**src/rtl/wb_port_arbiter.sv**
```systemverilog
// Purpose : shares the single register-file write port between the in-order pipeline and a queued multi-cycle unit.
// Latency : granted source appears on regWrite/writeAddr/writeData one edge later; an mc result is written 2 edges after it is presented, at the earliest.
// Backpress: o_mcReady = !full (no pass-through when full); o_pipeStall holds the pipeline during a one-cycle forced FIFO drain.
//
// Ports:
//   i_clk, i_reset                  clock, synchronous active-high reset
//   i_pipeValid/Addr/Data           pipeline write-back request (priority source)
//   o_pipeStall                     pipeline must hold its request this cycle
//   i_mcValid/Addr/Data, o_mcReady  multi-cycle result, valid/ready handshake into the FIFO
//   o_regWrite/o_writeAddr/o_writeData  registered register-file write port
//   i_lookupAddr, o_pendingHit      RAW hazard lookup, present only with WB_ARB_HAZARD_EN defined
module wb_port_arbiter #(
    parameter int DATA_W     = 32,
    parameter int ADDR_W     = 5,
    parameter int DEPTH      = 2,
    parameter int STARVE_MAX = 4
) (
    input  logic              i_clk,
    input  logic              i_reset,
    input  logic              i_pipeValid,
    input  logic [ADDR_W-1:0] i_pipeAddr,
    input  logic [DATA_W-1:0] i_pipeData,
    output logic              o_pipeStall,
    input  logic              i_mcValid,
    output logic              o_mcReady,
    input  logic [ADDR_W-1:0] i_mcAddr,
    input  logic [DATA_W-1:0] i_mcData,
`ifdef WB_ARB_HAZARD_EN
    input  logic [ADDR_W-1:0] i_lookupAddr,
    output logic              o_pendingHit,
`endif
    output logic              o_regWrite,
    output logic [ADDR_W-1:0] o_writeAddr,
    output logic [DATA_W-1:0] o_writeData
);

    localparam int PW = (DEPTH > 1) ? $clog2(DEPTH) : 1;
    localparam int CW = PW + 1;
    localparam int SW = $clog2(STARVE_MAX + 1);
    localparam logic [SW-1:0] STARVE_LAST = SW'(STARVE_MAX - 1);

    localparam logic [0:0] ST_NORMAL = 1'b0;
    localparam logic [0:0] ST_FORCE  = 1'b1;

    logic [ADDR_W-1:0] r_fifoAddr [DEPTH];
    logic [DATA_W-1:0] r_fifoData [DEPTH];
    logic [PW-1:0]     r_wrPtr;
    logic [PW-1:0]     r_rdPtr;
    logic [CW-1:0]     r_count;
    logic [SW-1:0]     r_starveCnt;
    logic [0:0]        r_state;
    logic              r_regWrite;
    logic [ADDR_W-1:0] r_writeAddr;
    logic [DATA_W-1:0] r_writeData;

    logic w_empty;
    logic w_full;
    logic w_enq;
    logic w_grantPipe;
    logic w_grantFifo;
    logic w_fifoLoses;

    assign w_empty     = (r_count == '0);
    assign w_full      = (r_count == CW'(DEPTH));
    // Ready depends on current occupancy only, so a full FIFO refuses even on a dequeue cycle.
    assign o_mcReady   = !w_full;
    assign w_enq       = i_mcValid && !w_full;
    assign w_fifoLoses = !w_empty && !w_grantFifo;

    always_comb begin
        w_grantPipe = 1'b0;
        w_grantFifo = 1'b0;
        o_pipeStall = 1'b0;
        if (r_state == ST_FORCE) begin
            w_grantFifo = !w_empty;
            o_pipeStall = i_pipeValid && !i_reset;
        end else if (i_pipeValid) begin
            w_grantPipe = 1'b1;
        end else begin
            w_grantFifo = !w_empty;
        end
    end

    // Storage needs no reset: occupancy alone decides which entries are meaningful.
    always_ff @(posedge i_clk) begin
        if (!i_reset && w_enq) begin
            r_fifoAddr[r_wrPtr] <= i_mcAddr;
            r_fifoData[r_wrPtr] <= i_mcData;
        end
    end

    always_ff @(posedge i_clk) begin
        if (i_reset) begin
            r_wrPtr     <= '0;
            r_rdPtr     <= '0;
            r_count     <= '0;
            r_starveCnt <= '0;
            r_state     <= ST_NORMAL;
            r_regWrite  <= 1'b0;
            r_writeAddr <= '0;
            r_writeData <= '0;
        end else begin
            if (w_enq) begin
                r_wrPtr <= r_wrPtr + PW'(1);
            end
            if (w_grantFifo) begin
                r_rdPtr <= r_rdPtr + PW'(1);
            end
            case ({w_enq, w_grantFifo})
                2'b10:   r_count <= r_count + CW'(1);
                2'b01:   r_count <= r_count - CW'(1);
                default: r_count <= r_count;
            endcase

            // Saturates at the trip value; the forced drain that follows clears it.
            if (!w_fifoLoses) begin
                r_starveCnt <= '0;
            end else if (r_starveCnt != STARVE_LAST) begin
                r_starveCnt <= r_starveCnt + SW'(1);
            end

            if (r_state == ST_NORMAL && w_fifoLoses && r_starveCnt == STARVE_LAST) begin
                r_state <= ST_FORCE;
            end else begin
                r_state <= ST_NORMAL;
            end

            // A granted write to r0 still consumes its source but never enables the write.
            if (w_grantPipe) begin
                r_regWrite  <= (i_pipeAddr != '0);
                r_writeAddr <= i_pipeAddr;
                r_writeData <= i_pipeData;
            end else if (w_grantFifo) begin
                r_regWrite  <= (r_fifoAddr[r_rdPtr] != '0);
                r_writeAddr <= r_fifoAddr[r_rdPtr];
                r_writeData <= r_fifoData[r_rdPtr];
            end else begin
                r_regWrite  <= 1'b0;
            end
        end
    end

`ifdef WB_ARB_HAZARD_EN
    // Walk entries by offset from the head so only occupied slots can match.
    always_comb begin
        o_pendingHit = 1'b0;
        if (i_lookupAddr != '0) begin
            if (r_regWrite && r_writeAddr == i_lookupAddr) begin
                o_pendingHit = 1'b1;
            end
            for (int i = 0; i < DEPTH; i++) begin
                if (CW'(i) < r_count && r_fifoAddr[r_rdPtr + PW'(i)] == i_lookupAddr) begin
                    o_pendingHit = 1'b1;
                end
            end
        end
    end
`endif

    assign o_regWrite  = r_regWrite;
    assign o_writeAddr = r_writeAddr;
    assign o_writeData = r_writeData;

endmodule

```
**config.mk**
```make
export PLATFORM = sky130hd
export DESIGN_NAME = wb_port_arbiter
export DESIGN_NICKNAME = d
export VERILOG_FILES = /design/src/rtl/wb_port_arbiter.sv
export SDC_FILE = /design/constraint.sdc
export NUM_CORES = 1
export LEC_CHECK = 0
export ABC_AREA = 1
export CORE_UTILIZATION = 45
export DETAILED_ROUTE_END_ITERATION = 8
export PLACE_DENSITY = 0.77
export SETUP_SLACK_MARGIN = 0.05
export SYNTH_ARGS = -nofsm -noshare
export SYNTH_HDL_FRONTEND = slang
export SYNTH_SLANG_ARGS = --single-unit
```
**constraint.sdc**
```tcl
create_clock -name i_clk -period 3.8 [get_ports i_clk]
set_input_delay 0.76 -clock i_clk [delete_from_list [all_inputs] [get_ports i_clk]]
set_output_delay 0.76 -clock i_clk [all_outputs]
set_load 0.03 [all_outputs]
```
==> metrics.sh, run 1 <==
N_FILL_CELL=794
PATH_DELAY_FAMILY='buffers and inverters'
MAXCAPVIOLCOUNT=0
DRC=0
WORST_CASE_CLOCK_SKEW_NS=0.00775
CRITICAL_PATH_REQUIRED_NS=3.04
P_SW_SHARE_PCT=27.9
HOLDWS_NS=0.474
NUMBER_OF_STANDARD_CELLS_AFTER_SYNTHESIS=488
GRT_PASS1_VIAS=3799
DIE_AREA_SQ_MM=0.0112
DETAILED_PLACEMENT_WIRELENGTH_ESTIMATE_MM=6.99
CLOCK_ROOT_BUFFER='clkbuf_8'
POSTCTSSETUPBUFFERS=0
GRT_PASS1_WL_MM=17.5
SHARE_COMB_OF_TOTAL_POWER_PCT=19.5
CRITICAL-PATH-MAX-STAGE-DELAY_NS=0.69
SYN2LAYOUT_AREA_GROWTH_PCT=38.3
POST_CTS.RESIZED_INSTANCES=0
TIMING.FINAL.MAX_SLEW_VIOLATIONS=0
GRT_OVERFLOW=0
P_SW_uW=1150
POST_DETAILED_ROUTE_COUNT_OF_ANTENNA_VIOLATING_NETS=0
WORSTSETUPENDPOINTTYPE='output pin'
CTS_TREE='yes'
WORST_PIN_SLEW_NS=0.878
COREAREA_SQ_MM=0.0104
YS_SEQ_ELEMENTS=121
VIA_COUNT=3757
STATUS='finished clean'
CRIT_PATH_TOP_DELAY_CELL='clkdlybuf4s50_1'
WORSTSETUPPATHTYPE='input port to output pin'
RSZ0062_AT_GRT='no'
FIN_NETS=687
WORSTPATHCELLLIST='clkdlybuf4s50_1 -> inv_2 -> nor3_1 -> clkdlybuf4s50_1'
FINAL_PERIOD_MINUS_WORST_SETUP_SLACK_NS=2.96
DRT_WL_TOTAL_MM=11.0
CLOCK_TREE.BUFFER_DEPTH=2
PLACED_CELL_AREA_SQ_MM=0.00610
START_KIND='input port'
SYNTH_AREA_PER_CELL_SQ_UM=9.98
WARNINGS_SYNTHESIS=0
SETUP_TOTAL_NEGATIVE_SLACK_NS=0
POWER_PER_CELL_AREA_mW_PER_MM2=614
LEAKAGE_uW=0.00268
POWER_FRAC_SEQ_PCT=39.3
HOLDCRITPATHCLASS='register to register'
CTS_NUM_SINKS=121
AVGROUTEDWIREPERCELL_UM=14.6
IO_PINS=118
DIODES=0
NUM_ROWS=37
LARGEST_NET_DEGREE_AT_THE_START_OF_GLOBAL_ROUTING=49
PATH_CLK_SLEW_NS=0.05
CTS.HOLD.BUFFERS_ADDED=0
YOSYS_MOST_USED_DFF='edfxtp_1'
GRT_ANTENNA_BEFORE_REPAIR=0
CRITICAL_PATH.MAX_FANOUT=2
PEAKVDDDROP_V=0.000357
HOLD_VIOL_FINAL=0
NUMBER_OF_CLOCK_BUFFERS_INSERTED_BY_TRITONCTS=17
POST_LAYOUT_NONFILLER_INSTANCES=755
FINALWEIGHTEDCONGESTION=0.805
GRT_USAGE_PCT=20.6
SYNTH_ENABLE_FLOP_CELLS=74
HTREEDEPTH=4
SYNTH-SEQ-AREA-SHARE_PCT=65.0
CP_COMMON_CELL='clkdlybuf4s50_1'
SETUP_VIOL_COUNT_FINAL=0
SYNTH.TOP_CELLS.BY_AREA='edfxtp_1, dfxtp_1, nand2_1'
WORSTPATHARRIVAL_NS=2.20
FMAX_MHz=338
FLOORPLAN.DIE.WIDTH_UM=106
MULTI_INPUT_AREA_SQ_MM=0.00140
CLKLATENCYLATEPIN_NS=0.51
VIOLATION_COUNT_AFTER_THE_FIRST_DETAILED_ROUTE_ITERATION=169
POST_PLACE_CELLS=723
DESIGN_AREA_SQ_MM=0.00674
SYNTH_CELL_TYPE_COUNT=25
FINALCRITPERIODSHARE_PCT=78.0
MAPPEDNETLISTAREA_SQ_MM=0.00487
DRIVE_ABOVE_1_SHARE_PCT=8.56
YOSYS.AREA.TOP_TYPE_SHARE_PCT=45.6
DRTPASS1ITERATIONS=5
POWER_FRAC_CLOCK_PCT=41.3
WORST-PATH-BUF-INV=3
SYNTH_TOP_CELL_BY_AREA='edfxtp_1'
SYNTH-ASYNC-RESET-RATIO_PCT=0
IO_BUFFERS=117
SYNTH_NETS=569
INITIAL_CELL_DENSITY_OF_THE_CORE_PCT=46.8
VIAS_PER_CELL=4.98
REPORT.POWER.TOTAL_uW=4130
INTERNAL-POWER_uW=2980
DIE_H_UM=106
MAXSLEWHEADROOM_PCT=41.4
FF_LATCH_AREA_SQ_MM=0.00316
[path summary, 6_finish.rpt]
check,slack (ns),depth (start not counted),start,endpoint
hold reg to reg,0.47,1,r_rdPtr,register
hold / removal,0.47,1,r_rdPtr,register
setup reg to reg,1.72,7,register,o_regWrite
setup / recovery,0.84,4,i_pipeValid,o_pipeStall
[power groups by stage]
stage / combinational, uW / clock [uW] / sequential (uW)
after global placement: 778 / 0 / 1640
after CTS: 809 / 1730 / 1620
after detailed placement: 797 / 0 / 1650
after global routing: 881 / 1800 / 1640
after floorplan: 407 / 0 / 1740
final: 805 / 1710 / 1620
[placed cells by master, fill, tap and decap left out, types with 4 or more instances in the layout]
cell               n
clkbuf_16         16
nand3_1           10
buf_4              5
clkdlybuf4s50_1  117
inv_1             37
edfxtp_1          74
nand2_1          171
o2bb2ai_1          6
dfxtp_1           46
a21oi_1           11
o21ai_0           29
a31oi_1           16
o2bb2ai_2          4
nor2_1            43
bufinv_16          5
clkinvlp_4         4
[stage by stage]
step           utilization (%)  setup slack [ns]
3_5_place_dp              58.5             0.820
3_3_place_gp              58.5             0.852
4_1_cts                   64.7             0.829
6_report                  64.7             0.838
2_1_floorplan                -             0.647
5_1_grt                   64.7             0.767
[state kept, by name (all words and copies together), names as in the netlist, 2 cells and up, named ones only]
| register | flops |
|---|---|
| r_fifoData | 64 |
| r_count | 2 |
| o_writeAddr | 5 |
| o_writeData | 32 |
| r_starveCnt | 3 |
| r_fifoAddr | 10 |
[cell families after synthesis]
kind of cell,Yosys count,share of synthesized area (%)
AO/OA/AOI/OAI,66,8.48
adder cells (fa/ha/maj),3,0.771
AND/OR/NAND/NOR,234,19.0
XOR/XNOR,1,0.180
buffers and inverters,63,6.63
flip-flops,121,65.0
[metal layers]
layer / up-vias / share of wire [%] / track usage [%]
met2: 122 / 51 / 36.2
met4: 0 / 2.5 / 10.2
met1: 1767 / 41 / 23.2
met3: 23 / 4.9 / 5.15
met5: - / 0 / 0
li1: 1845 / - / -
[cell usage after synthesis (4+ instances only)]
cell type	count
a31oi_1	16
inv_1	37
buf_2	10
dfxtp_1	47
edfxtp_1	74
nor2_1	44
o2bb2ai_1	6
buf_6	6
a21oi_1	11
nand2_1	171
o21ai_0	29
o2bb2ai_2	4
nand3_1	10
[cell type report]
cell class / count / share of cell area [%]
Clock inverter: 15 / 3.34
Multi-Input combinational cell: 304 / 20.8
Clock buffer: 17 / 6.15
Timing Repair Buffer: 122 / 17.9
Tap cell: 136 / 2.53
Inverter: 40 / 2.23
Sequential cell: 121 / 47.0
Note: power is estimated with default switching activity, not from simulation.
==> run 2: changes to the inputs <==
--- a/config.mk
+++ b/config.mk
@@ -6,9 +6,9 @@
 export NUM_CORES = 1
 export LEC_CHECK = 0
 export ABC_AREA = 1
-export CORE_UTILIZATION = 45
+export CORE_UTILIZATION = 49
 export DETAILED_ROUTE_END_ITERATION = 8
-export PLACE_DENSITY = 0.77
+export PLACE_DENSITY = 0.79
 export SETUP_SLACK_MARGIN = 0.05
 export SYNTH_ARGS = -nofsm -noshare
 export SYNTH_HDL_FRONTEND = slang
==> constraint.sdc (replaced) <==
create_clock -name i_clk -period 3 [get_ports i_clk]
set_input_delay 0.6 -clock i_clk [delete_from_list [all_inputs] [get_ports i_clk]]
set_output_delay 0.6 -clock i_clk [all_outputs]
set_load 0.03 [all_outputs]
==> run 2 against run 1 <==
  * Highest routed layer unchanged
  * Sequential cell count unchanged
  * Routed wire length rose by 2.0%
  * Sequential share of layout area increased by 0.25 points
  * Worst hold slack better by 0.013 ns
  * Clock power rose by 18%
  * Critical path type is now register to output pin
  * Count of clock-buffer cells in the layout is 4 higher
  * Worst setup slack lost 0.23 ns
  * Critical path depth shrank 1
  * Sequential power up 24%
  * Clock skew rose by 0.0028 ns
  * Combinational power up 33%
  * Via count grew 0.37%
==> metrics.sh, run 2 (same netlist as run 1, synthesis figures left out) <==
STATUS='finished clean'  # unchanged
SETUP_TOTAL_NEGATIVE_SLACK_NS=0  # unchanged
PLACE_WS_NS=0.506  # was 0.820 ns
GRT_PASS1_WL_MM=17.4  # was 17.5 mm
POWER_PER_CELL_AREA_mW_PER_MM2=760  # was 614 mW/mm^2
DRC=0  # unchanged
DESIGN_AREA_SQ_MM=0.00670  # was 0.00674 sq mm
DRT_WL_TOTAL_MM=11.2  # was 11.0 mm
HOLD_PATH_DEPTH=2  # was 1
LAYOUT_COMMONEST_CELL='nand2_1'  # unchanged
CTS.HOLD.BUFFERS_ADDED=0  # unchanged
POST_CTS.RESIZED_INSTANCES=0  # unchanged
HOLD_VIOL_FINAL=0  # unchanged
WORST_CASE_CLOCK_SKEW_NS=0.0106  # was 0.00775 ns
MAXSLEWHEADROOM_PCT=47.9  # was 41.4%
CTS_TREE='yes'  # unchanged
DIODES=0  # unchanged
GRT_PASS1_VIAS=3707  # was 3799
SETUP_VIOL_COUNT_FINAL=0  # unchanged
COREAREA_SQ_MM=0.00968  # was 0.0104 sq mm
PATH_CLK_SLEW_NS=0.06  # was 0.05 ns
AVGROUTEDWIREPERCELL_UM=14.9  # was 14.6 um
VIA_COUNT=3771  # was 3757
POST_DETAILED_ROUTE_COUNT_OF_ANTENNA_VIOLATING_NETS=0  # unchanged
LARGEST_NET_DEGREE_AT_THE_START_OF_GLOBAL_ROUTING=48  # was 49
DRTPASS1ITERATIONS=7  # was 5
R2R.WORST_PATH.CELLS=7  # unchanged
NUM_ROWS=36  # was 37
DETAILED_PLACEMENT_WIRELENGTH_ESTIMATE_MM=7.34  # was 6.99 mm
FF_LATCH_AREA_SQ_MM=0.00316  # unchanged
FMAX_MHz=417
CTS_NUM_SINKS=121  # unchanged
CLOCK_TREE.BUFFER_DEPTH=2  # unchanged
INITIAL_CELL_DENSITY_OF_THE_CORE_PCT=50.3  # was 46.8%
NUMBER_OF_CLOCK_BUFFERS_INSERTED_BY_TRITONCTS=17  # unchanged
START_KIND='register'  # was input port
FINAL_PERIOD_MINUS_WORST_SETUP_SLACK_NS=2.40
SYN2LAYOUT_AREA_GROWTH_PCT=37.6  # was 38.3%
LEAKAGE_uW=0.00267  # was 0.00268 uW
GRT_ANTENNA_BEFORE_REPAIR=0  # unchanged
VIOLATION_COUNT_AFTER_THE_FIRST_DETAILED_ROUTE_ITERATION=177  # was 169
CRITICAL_PATH.MAX_FANOUT=4  # was 2
MULTI_INPUT_AREA_SQ_MM=0.00140  # unchanged
FIN_NETS=690  # was 687
FINALCRITPERIODSHARE_PCT=79.9
WORST_PIN_SLEW_NS=0.781  # was 0.878 ns
PLACED_CELL_AREA_SQ_MM=0.00611  # was 0.00610 sq mm
FLOORPLAN.DIE.WIDTH_UM=102  # was 106 um
HTREEDEPTH=4  # unchanged
PEAKVDDDROP_V=0.000441  # was 0.000357 V
LARGEST_REG_FLOPS=64  # unchanged
FINALWEIGHTEDCONGESTION=0.836  # was 0.805
IO_PINS=118  # unchanged
REGMOSTFLOPS='r_fifoData'  # unchanged
HOLDWS_NS=0.487  # was 0.474 ns
CLOCK_ROOT_BUFFER='clkbuf_8'  # unchanged
GRT_OVERFLOW=0  # unchanged
WORSTSETUPPATHTYPE='register to output pin'  # was input port to output pin
MOST-COMMON-LAYOUT-CELLS='nand2_1, clkdlybuf4s50_1, edfxtp_1, dfxtp_1, nor2_1'  # unchanged
HOLDCRITPATHCLASS='register to register'  # unchanged
TIMING.FINAL.MAX_SLEW_VIOLATIONS=0  # unchanged
WORSTPATHARRIVAL_NS=1.80  # was 2.20 ns
DIE_H_UM=102  # was 106 um
RSZ0062_AT_GRT='no'  # unchanged
CRITICAL_PATH_REQUIRED_NS=2.40  # was 3.04 ns
IO_BUFFERS=117  # unchanged
CLKLATENCYLATEPIN_NS=0.52  # was 0.51 ns
N_FILL_CELL=707  # was 794
DRIVE_ABOVE_1_SHARE_PCT=8.68  # was 8.56%
POSTLAYOUTSETUPSLACKWORST_NS=0.604  # was 0.838 ns
POSTCTSSETUPBUFFERS=0  # unchanged
DIE_AREA_SQ_MM=0.0103  # was 0.0112 sq mm
WORSTSETUPENDPOINTTYPE='output pin'  # unchanged
VIAS_PER_CELL=4.99  # was 4.98
GRT_USAGE_PCT=22.9  # was 20.6%
MAXCAPVIOLCOUNT=0  # unchanged
==> run 2: per-stage QoR <==
stage | instances | utilization, % | power, uW
after CTS | 755 | 69.2 | 5120
final | 755 | 69.2 | 5090
after detailed placement | 723 | 63.1 | 3110
after global placement | 723 | 63.1 | 3070
after global routing | 755 | 69.2 | 5310
after floorplan | 488 | - | 2720
==> run 2: worst paths after layout <==
kind / startpoint / end / slack (ns)
setup / recovery: r_count[0] / o_mcReady / 0.60
hold / removal: o_writeAddr[3] / o_writeAddr[3] / 0.49
setup reg to reg: r_count[0] / r_count[1] / 1.21
hold reg to reg: o_writeAddr[3] / o_writeAddr[3] / 0.49
==> run 2: area by class of cell <==
cell class / count / area share [%]
clock inverters: 11 / 2.20
flip-flops and latches: 121 / 47.2
inverters: 40 / 2.24
clock buffers: 21 / 6.56
well taps: 133 / 2.48
multi-input cells: 304 / 20.9
repair buffers: 125 / 18.3
==> run 2: layer usage <==
layer / vias up / GRT usage [%] / part of all wire (%)
met5: - / 0 / 0
met4: 0 / 11.9 / 2.8
met3: 30 / 5.38 / 5.7
met2: 124 / 40.4 / 52
met1: 1764 / 25.7 / 40
li1: 1853 / - / -
==> run 2: critical path, cell delays in order (launching register included) <==
cell	delay, ns
dfxtp_1	0.38
inv_1	0.09
nand2_1	0.12
clkdlybuf4s50_1	0.69
==> run 2: power by group <==
group / switching, uW / leakage (uW) / internal, uW / total [uW]
combinational: 669 / 0.00133 / 403 / 1070
clock: 720 / 0.000275 / 1290 / 2010
sequential: 72.6 / 0.00107 / 1940 / 2010
==> run 3: changes to the inputs <==
--- a/config.mk
+++ b/config.mk
@@ -6,9 +6,9 @@
 export NUM_CORES = 1
 export LEC_CHECK = 0
 export ABC_AREA = 1
-export CORE_UTILIZATION = 49
+export CORE_UTILIZATION = 45
 export DETAILED_ROUTE_END_ITERATION = 8
-export PLACE_DENSITY = 0.79
+export PLACE_DENSITY = 0.77
 export SETUP_SLACK_MARGIN = 0.05
 export SYNTH_ARGS = -nofsm -noshare
 export SYNTH_HDL_FRONTEND = slang
==> constraint.sdc (replaced) <==
create_clock -name i_clk -period 2 [get_ports i_clk]
set_input_delay 0.4 -clock i_clk [delete_from_list [all_inputs] [get_ports i_clk]]
set_output_delay 0.4 -clock i_clk [all_outputs]
set_load 0.03 [all_outputs]
==> run 3 against run 2 <==
  * Sequential power up 50%
  * First-iteration DRC count shrank 15%
  * Final cell count up 1.3%
  * Non-clock buffer count up 7
  * Sequential share of layout area decreased by 1.0 points
  * Worst hold slack worse by 0.028 ns
  * Die area rose by 8.7%
  * Count of clock-buffer cells in the layout is 1 higher
  * Sequential cell count unchanged
  * Combinational power is 53% higher
  * Via count is 0.29% higher
  * Core utilization fell by 3.4 points
  * Largest power group unchanged
  * Highest routed layer unchanged
==> metrics.sh, run 3 (same netlist as run 1, synthesis figures left out) <==
GRT_PASS1_VIAS=3814  # was 3707
PEAKVDDDROP_V=0.000629  # was 0.000441 V
SYN2LAYOUT_AREA_GROWTH_PCT=40.6  # was 37.6%
MAXSLEWHEADROOM_PCT=68.5  # was 47.9%
LARGEST_NET_DEGREE_AT_THE_START_OF_GLOBAL_ROUTING=38  # was 48
CRITICAL_PATH.MAX_FANOUT=2  # was 4
CRITICAL_PATH.REG2REG.ENDPOINT='r_count[1]'  # unchanged
MOST-COMMON-LAYOUT-CELLS='nand2_1, clkdlybuf4s50_1, edfxtp_1, dfxtp_1, nor2_1'  # unchanged
R2R.WORST_PATH.CELLS=7  # unchanged
CTS_NUM_SINKS=121  # unchanged
VIOLATION_COUNT_AFTER_THE_FIRST_DETAILED_ROUTE_ITERATION=151  # was 177
HOLDWS_NS=0.459  # was 0.487 ns
WORSTSETUPPATHTYPE='register to output pin'  # unchanged
IO_BUFFERS=117  # unchanged
FIN_NETS=697  # was 690
CRIT_PATH_TOP_DELAY_CELL='clkdlybuf4s50_1'  # unchanged
CLKLATENCYLATEPIN_NS=0.51  # was 0.52 ns
HOLD_VIOL_FINAL=0  # unchanged
P_SW_SHARE_PCT=28.1  # was 28.7%
CRITICAL-PATH-MAX-STAGE-DELAY_NS=0.67  # was 0.69 ns
GRT_OVERFLOW=0  # unchanged
CLOCK_ROOT_BUFFER='clkbuf_8'  # unchanged
STATUS='finished clean'  # unchanged
VIA_COUNT=3782  # was 3771
REGMOSTFLOPS='r_fifoData'  # unchanged
POWER_FRAC_CLOCK_PCT=38.9  # was 39.4%
GRT_PASS1_WL_MM=17.9  # was 17.4 mm
DIE_H_UM=106  # was 102 um
FINALCRITPERIODSHARE_PCT=95.4
DRC=0  # unchanged
CRITICAL_PATH_REQUIRED_NS=1.60  # was 2.40 ns
DETAILED_PLACEMENT_WIRELENGTH_ESTIMATE_MM=7.56  # was 7.34 mm
CTS_TREE='yes'  # unchanged
RR_STARTPOINT='r_count[1]'  # was r_count[0]
LAYOUT_COMMONEST_CELL='nand2_1'  # unchanged
DIODES=0  # unchanged
MAXCAPVIOLCOUNT=0  # unchanged
CLOCK_TREE.BUFFER_DEPTH=2  # unchanged
NUMBER_OF_CLOCK_BUFFERS_INSERTED_BY_TRITONCTS=17  # unchanged
NUM_ROWS=37  # was 36
LEAKAGE_uW=0.00304  # was 0.00267 uW
FMAX_MHz=524
POWER_FRAC_SEQ_PCT=39.6  # was 39.5%
WORST_SETUP_PATH_STARTPOINT='o_writeData[4]'  # was r_count[0]
FLOORPLAN.DIE.WIDTH_UM=106  # was 102 um
PLACE_WS_NS=-0.0133  # was 0.506 ns
DRIVE_ABOVE_1_SHARE_PCT=10.3  # was 8.68%
WORSTPATHCELLLIST='clkdlybuf4s50_1'  # was inv_1 -> nand2_1 -> clkdlybuf4s50_1
INTERNAL-POWER_uW=5480  # was 3630 uW
WORSTSETUPENDPOINTTYPE='output pin'  # unchanged
POWER_PER_CELL_AREA_mW_PER_MM2=1110  # was 760 mW/mm^2
DIE_AREA_SQ_MM=0.0112  # was 0.0103 sq mm
HOLDCRITPATHCLASS='input port to register'  # was register to register
AVGROUTEDWIREPERCELL_UM=14.7  # was 14.9 um
PATH_CLK_SLEW_NS=0.05  # was 0.06 ns
START_KIND='register'  # unchanged
POSTLAYOUTSETUPSLACKWORST_NS=0.0928  # was 0.604 ns
WORST-PATH-STAGES=1  # was 3
DRT_WL_TOTAL_MM=11.3  # was 11.2 mm
WORST-PATH-BUF-INV=1  # was 2
LARGEST_REG_FLOPS=64  # unchanged
SHARE_COMB_OF_TOTAL_POWER_PCT=21.5  # was 21.1%
RSZ0062_AT_GRT='no'  # unchanged
POST_LAYOUT_NONFILLER_INSTANCES=765  # was 755
P_SW_uW=2140  # was 1460 uW
POST_DETAILED_ROUTE_COUNT_OF_ANTENNA_VIOLATING_NETS=0  # unchanged
COREAREA_SQ_MM=0.0104  # was 0.00968 sq mm
DRTPASS1ITERATIONS=5  # was 7
WORST_SETUP_PATH_ENDPOINT='o_writeData[4]'  # was o_mcReady
WORST_CASE_CLOCK_SKEW_NS=0.00692  # was 0.0106 ns
GRT_ANTENNA_BEFORE_REPAIR=0  # unchanged
GRT_USAGE_PCT=21.3  # was 22.9%
HTREEDEPTH=4  # unchanged
WORST_PIN_SLEW_NS=0.472  # was 0.781 ns
INITIAL_CELL_DENSITY_OF_THE_CORE_PCT=46.8  # was 50.3%
IO_PINS=118  # unchanged
POST_PLACE_CELLS=733  # was 723
VIAS_PER_CELL=4.94  # was 4.99
FINAL_PERIOD_MINUS_WORST_SETUP_SLACK_NS=1.91
SETUP_VIOL_COUNT_FINAL=0  # unchanged
WORSTPATHARRIVAL_NS=1.51  # was 1.80 ns
FINALWEIGHTEDCONGESTION=0.796  # was 0.836
PATH_DELAY_FAMILY='buffers and inverters'  # unchanged
TIMING.FINAL.MAX_SLEW_VIOLATIONS=0  # unchanged
REG2REG_SLACK_NS=0.35  # was 1.21 ns
## run 3: cell count changes in the layout (fill, tap and decap cells not counted), sizes merged
cell,previous run,this run
clkinv,3,6
dlygate4sd2,0,12
dlymetal6s2s,0,18
clkbuf,21,22
buf,9,16
clkinvlp,4,1
inv,41,40
clkdlybuf4s50,116,86
## run 3: worst min path at each step
stage                   startpoint                 to  slack [ns]  cells past startpoint
floorplan                  r_rdPtr           register        0.43                      1
global placement           r_rdPtr           register        0.43                      1
detailed placement         r_rdPtr           register        0.44                      1
CTS                 i_pipeData[25]    o_writeData[25]        0.45                      3
global route          i_mcData[30]  r_fifoData[1][30]        0.45                      1
finish              i_pipeData[25]    o_writeData[25]        0.46                      3
## run 3: repair_timing
item                       4_1_cts  5_1_grt
setup endpoints to repair       12       19
gates cloned                     0        0
buffers inserted                 0        0
hold buffers                     0        0
gates resized for setup         12       19
## run 3: power by group through the flow
stage,Sequential (uW),Combinational (uW),Clock [uW]
global route,3050,1810,3100
detailed placement,3070,1670,0
floorplan,3310,791,0
CTS,3020,1660,3000
finish,3020,1640,2970
global placement,3060,1630,0
## run 3: metrics by stage
step	utilization, %	area [sq um]	total power (uW)	setup TNS (ns)
floorplan	-	4910	4100	0
global placement	59.9	6230	4690	0
detailed placement	59.9	6230	4740	-0.0133
CTS	65.3	6800	7680	0
global route	65.8	6850	7950	0
finish	65.8	6850	7620	0
## run 3: final cells by class
type | count | area, sq um
timing repair buffer | 132 | 1360
clock buffer | 22 | 453
clock inverter | 10 | 126
inverter | 40 | 150
fill | 817 | 3570
tap | 136 | 170
sequential | 121 | 3170
multi-input combinational | 304 | 1420
## run 3: worst register-to-register path: stages, from the launching register on
cell and delay (ns):
dfxtp_1 0.35, nor2_2 0.25, nor2_4 0.07, ha_1 0.32, a21oi_1 0.13, o21ai_0 0.13, o21ai_0 0.21, a21oi_1 0.07
## run 3: per-layer routing
metal	share of wire, %	up-vias	GRT usage, %	routed length, um
met2	53	118	37.9	5970
li1	-	1864	-	-
met4	2.2	0	10.2	246
met3	5.6	17	5.40	628
met5	0	-	0	0
met1	39	1783	23.7	4410
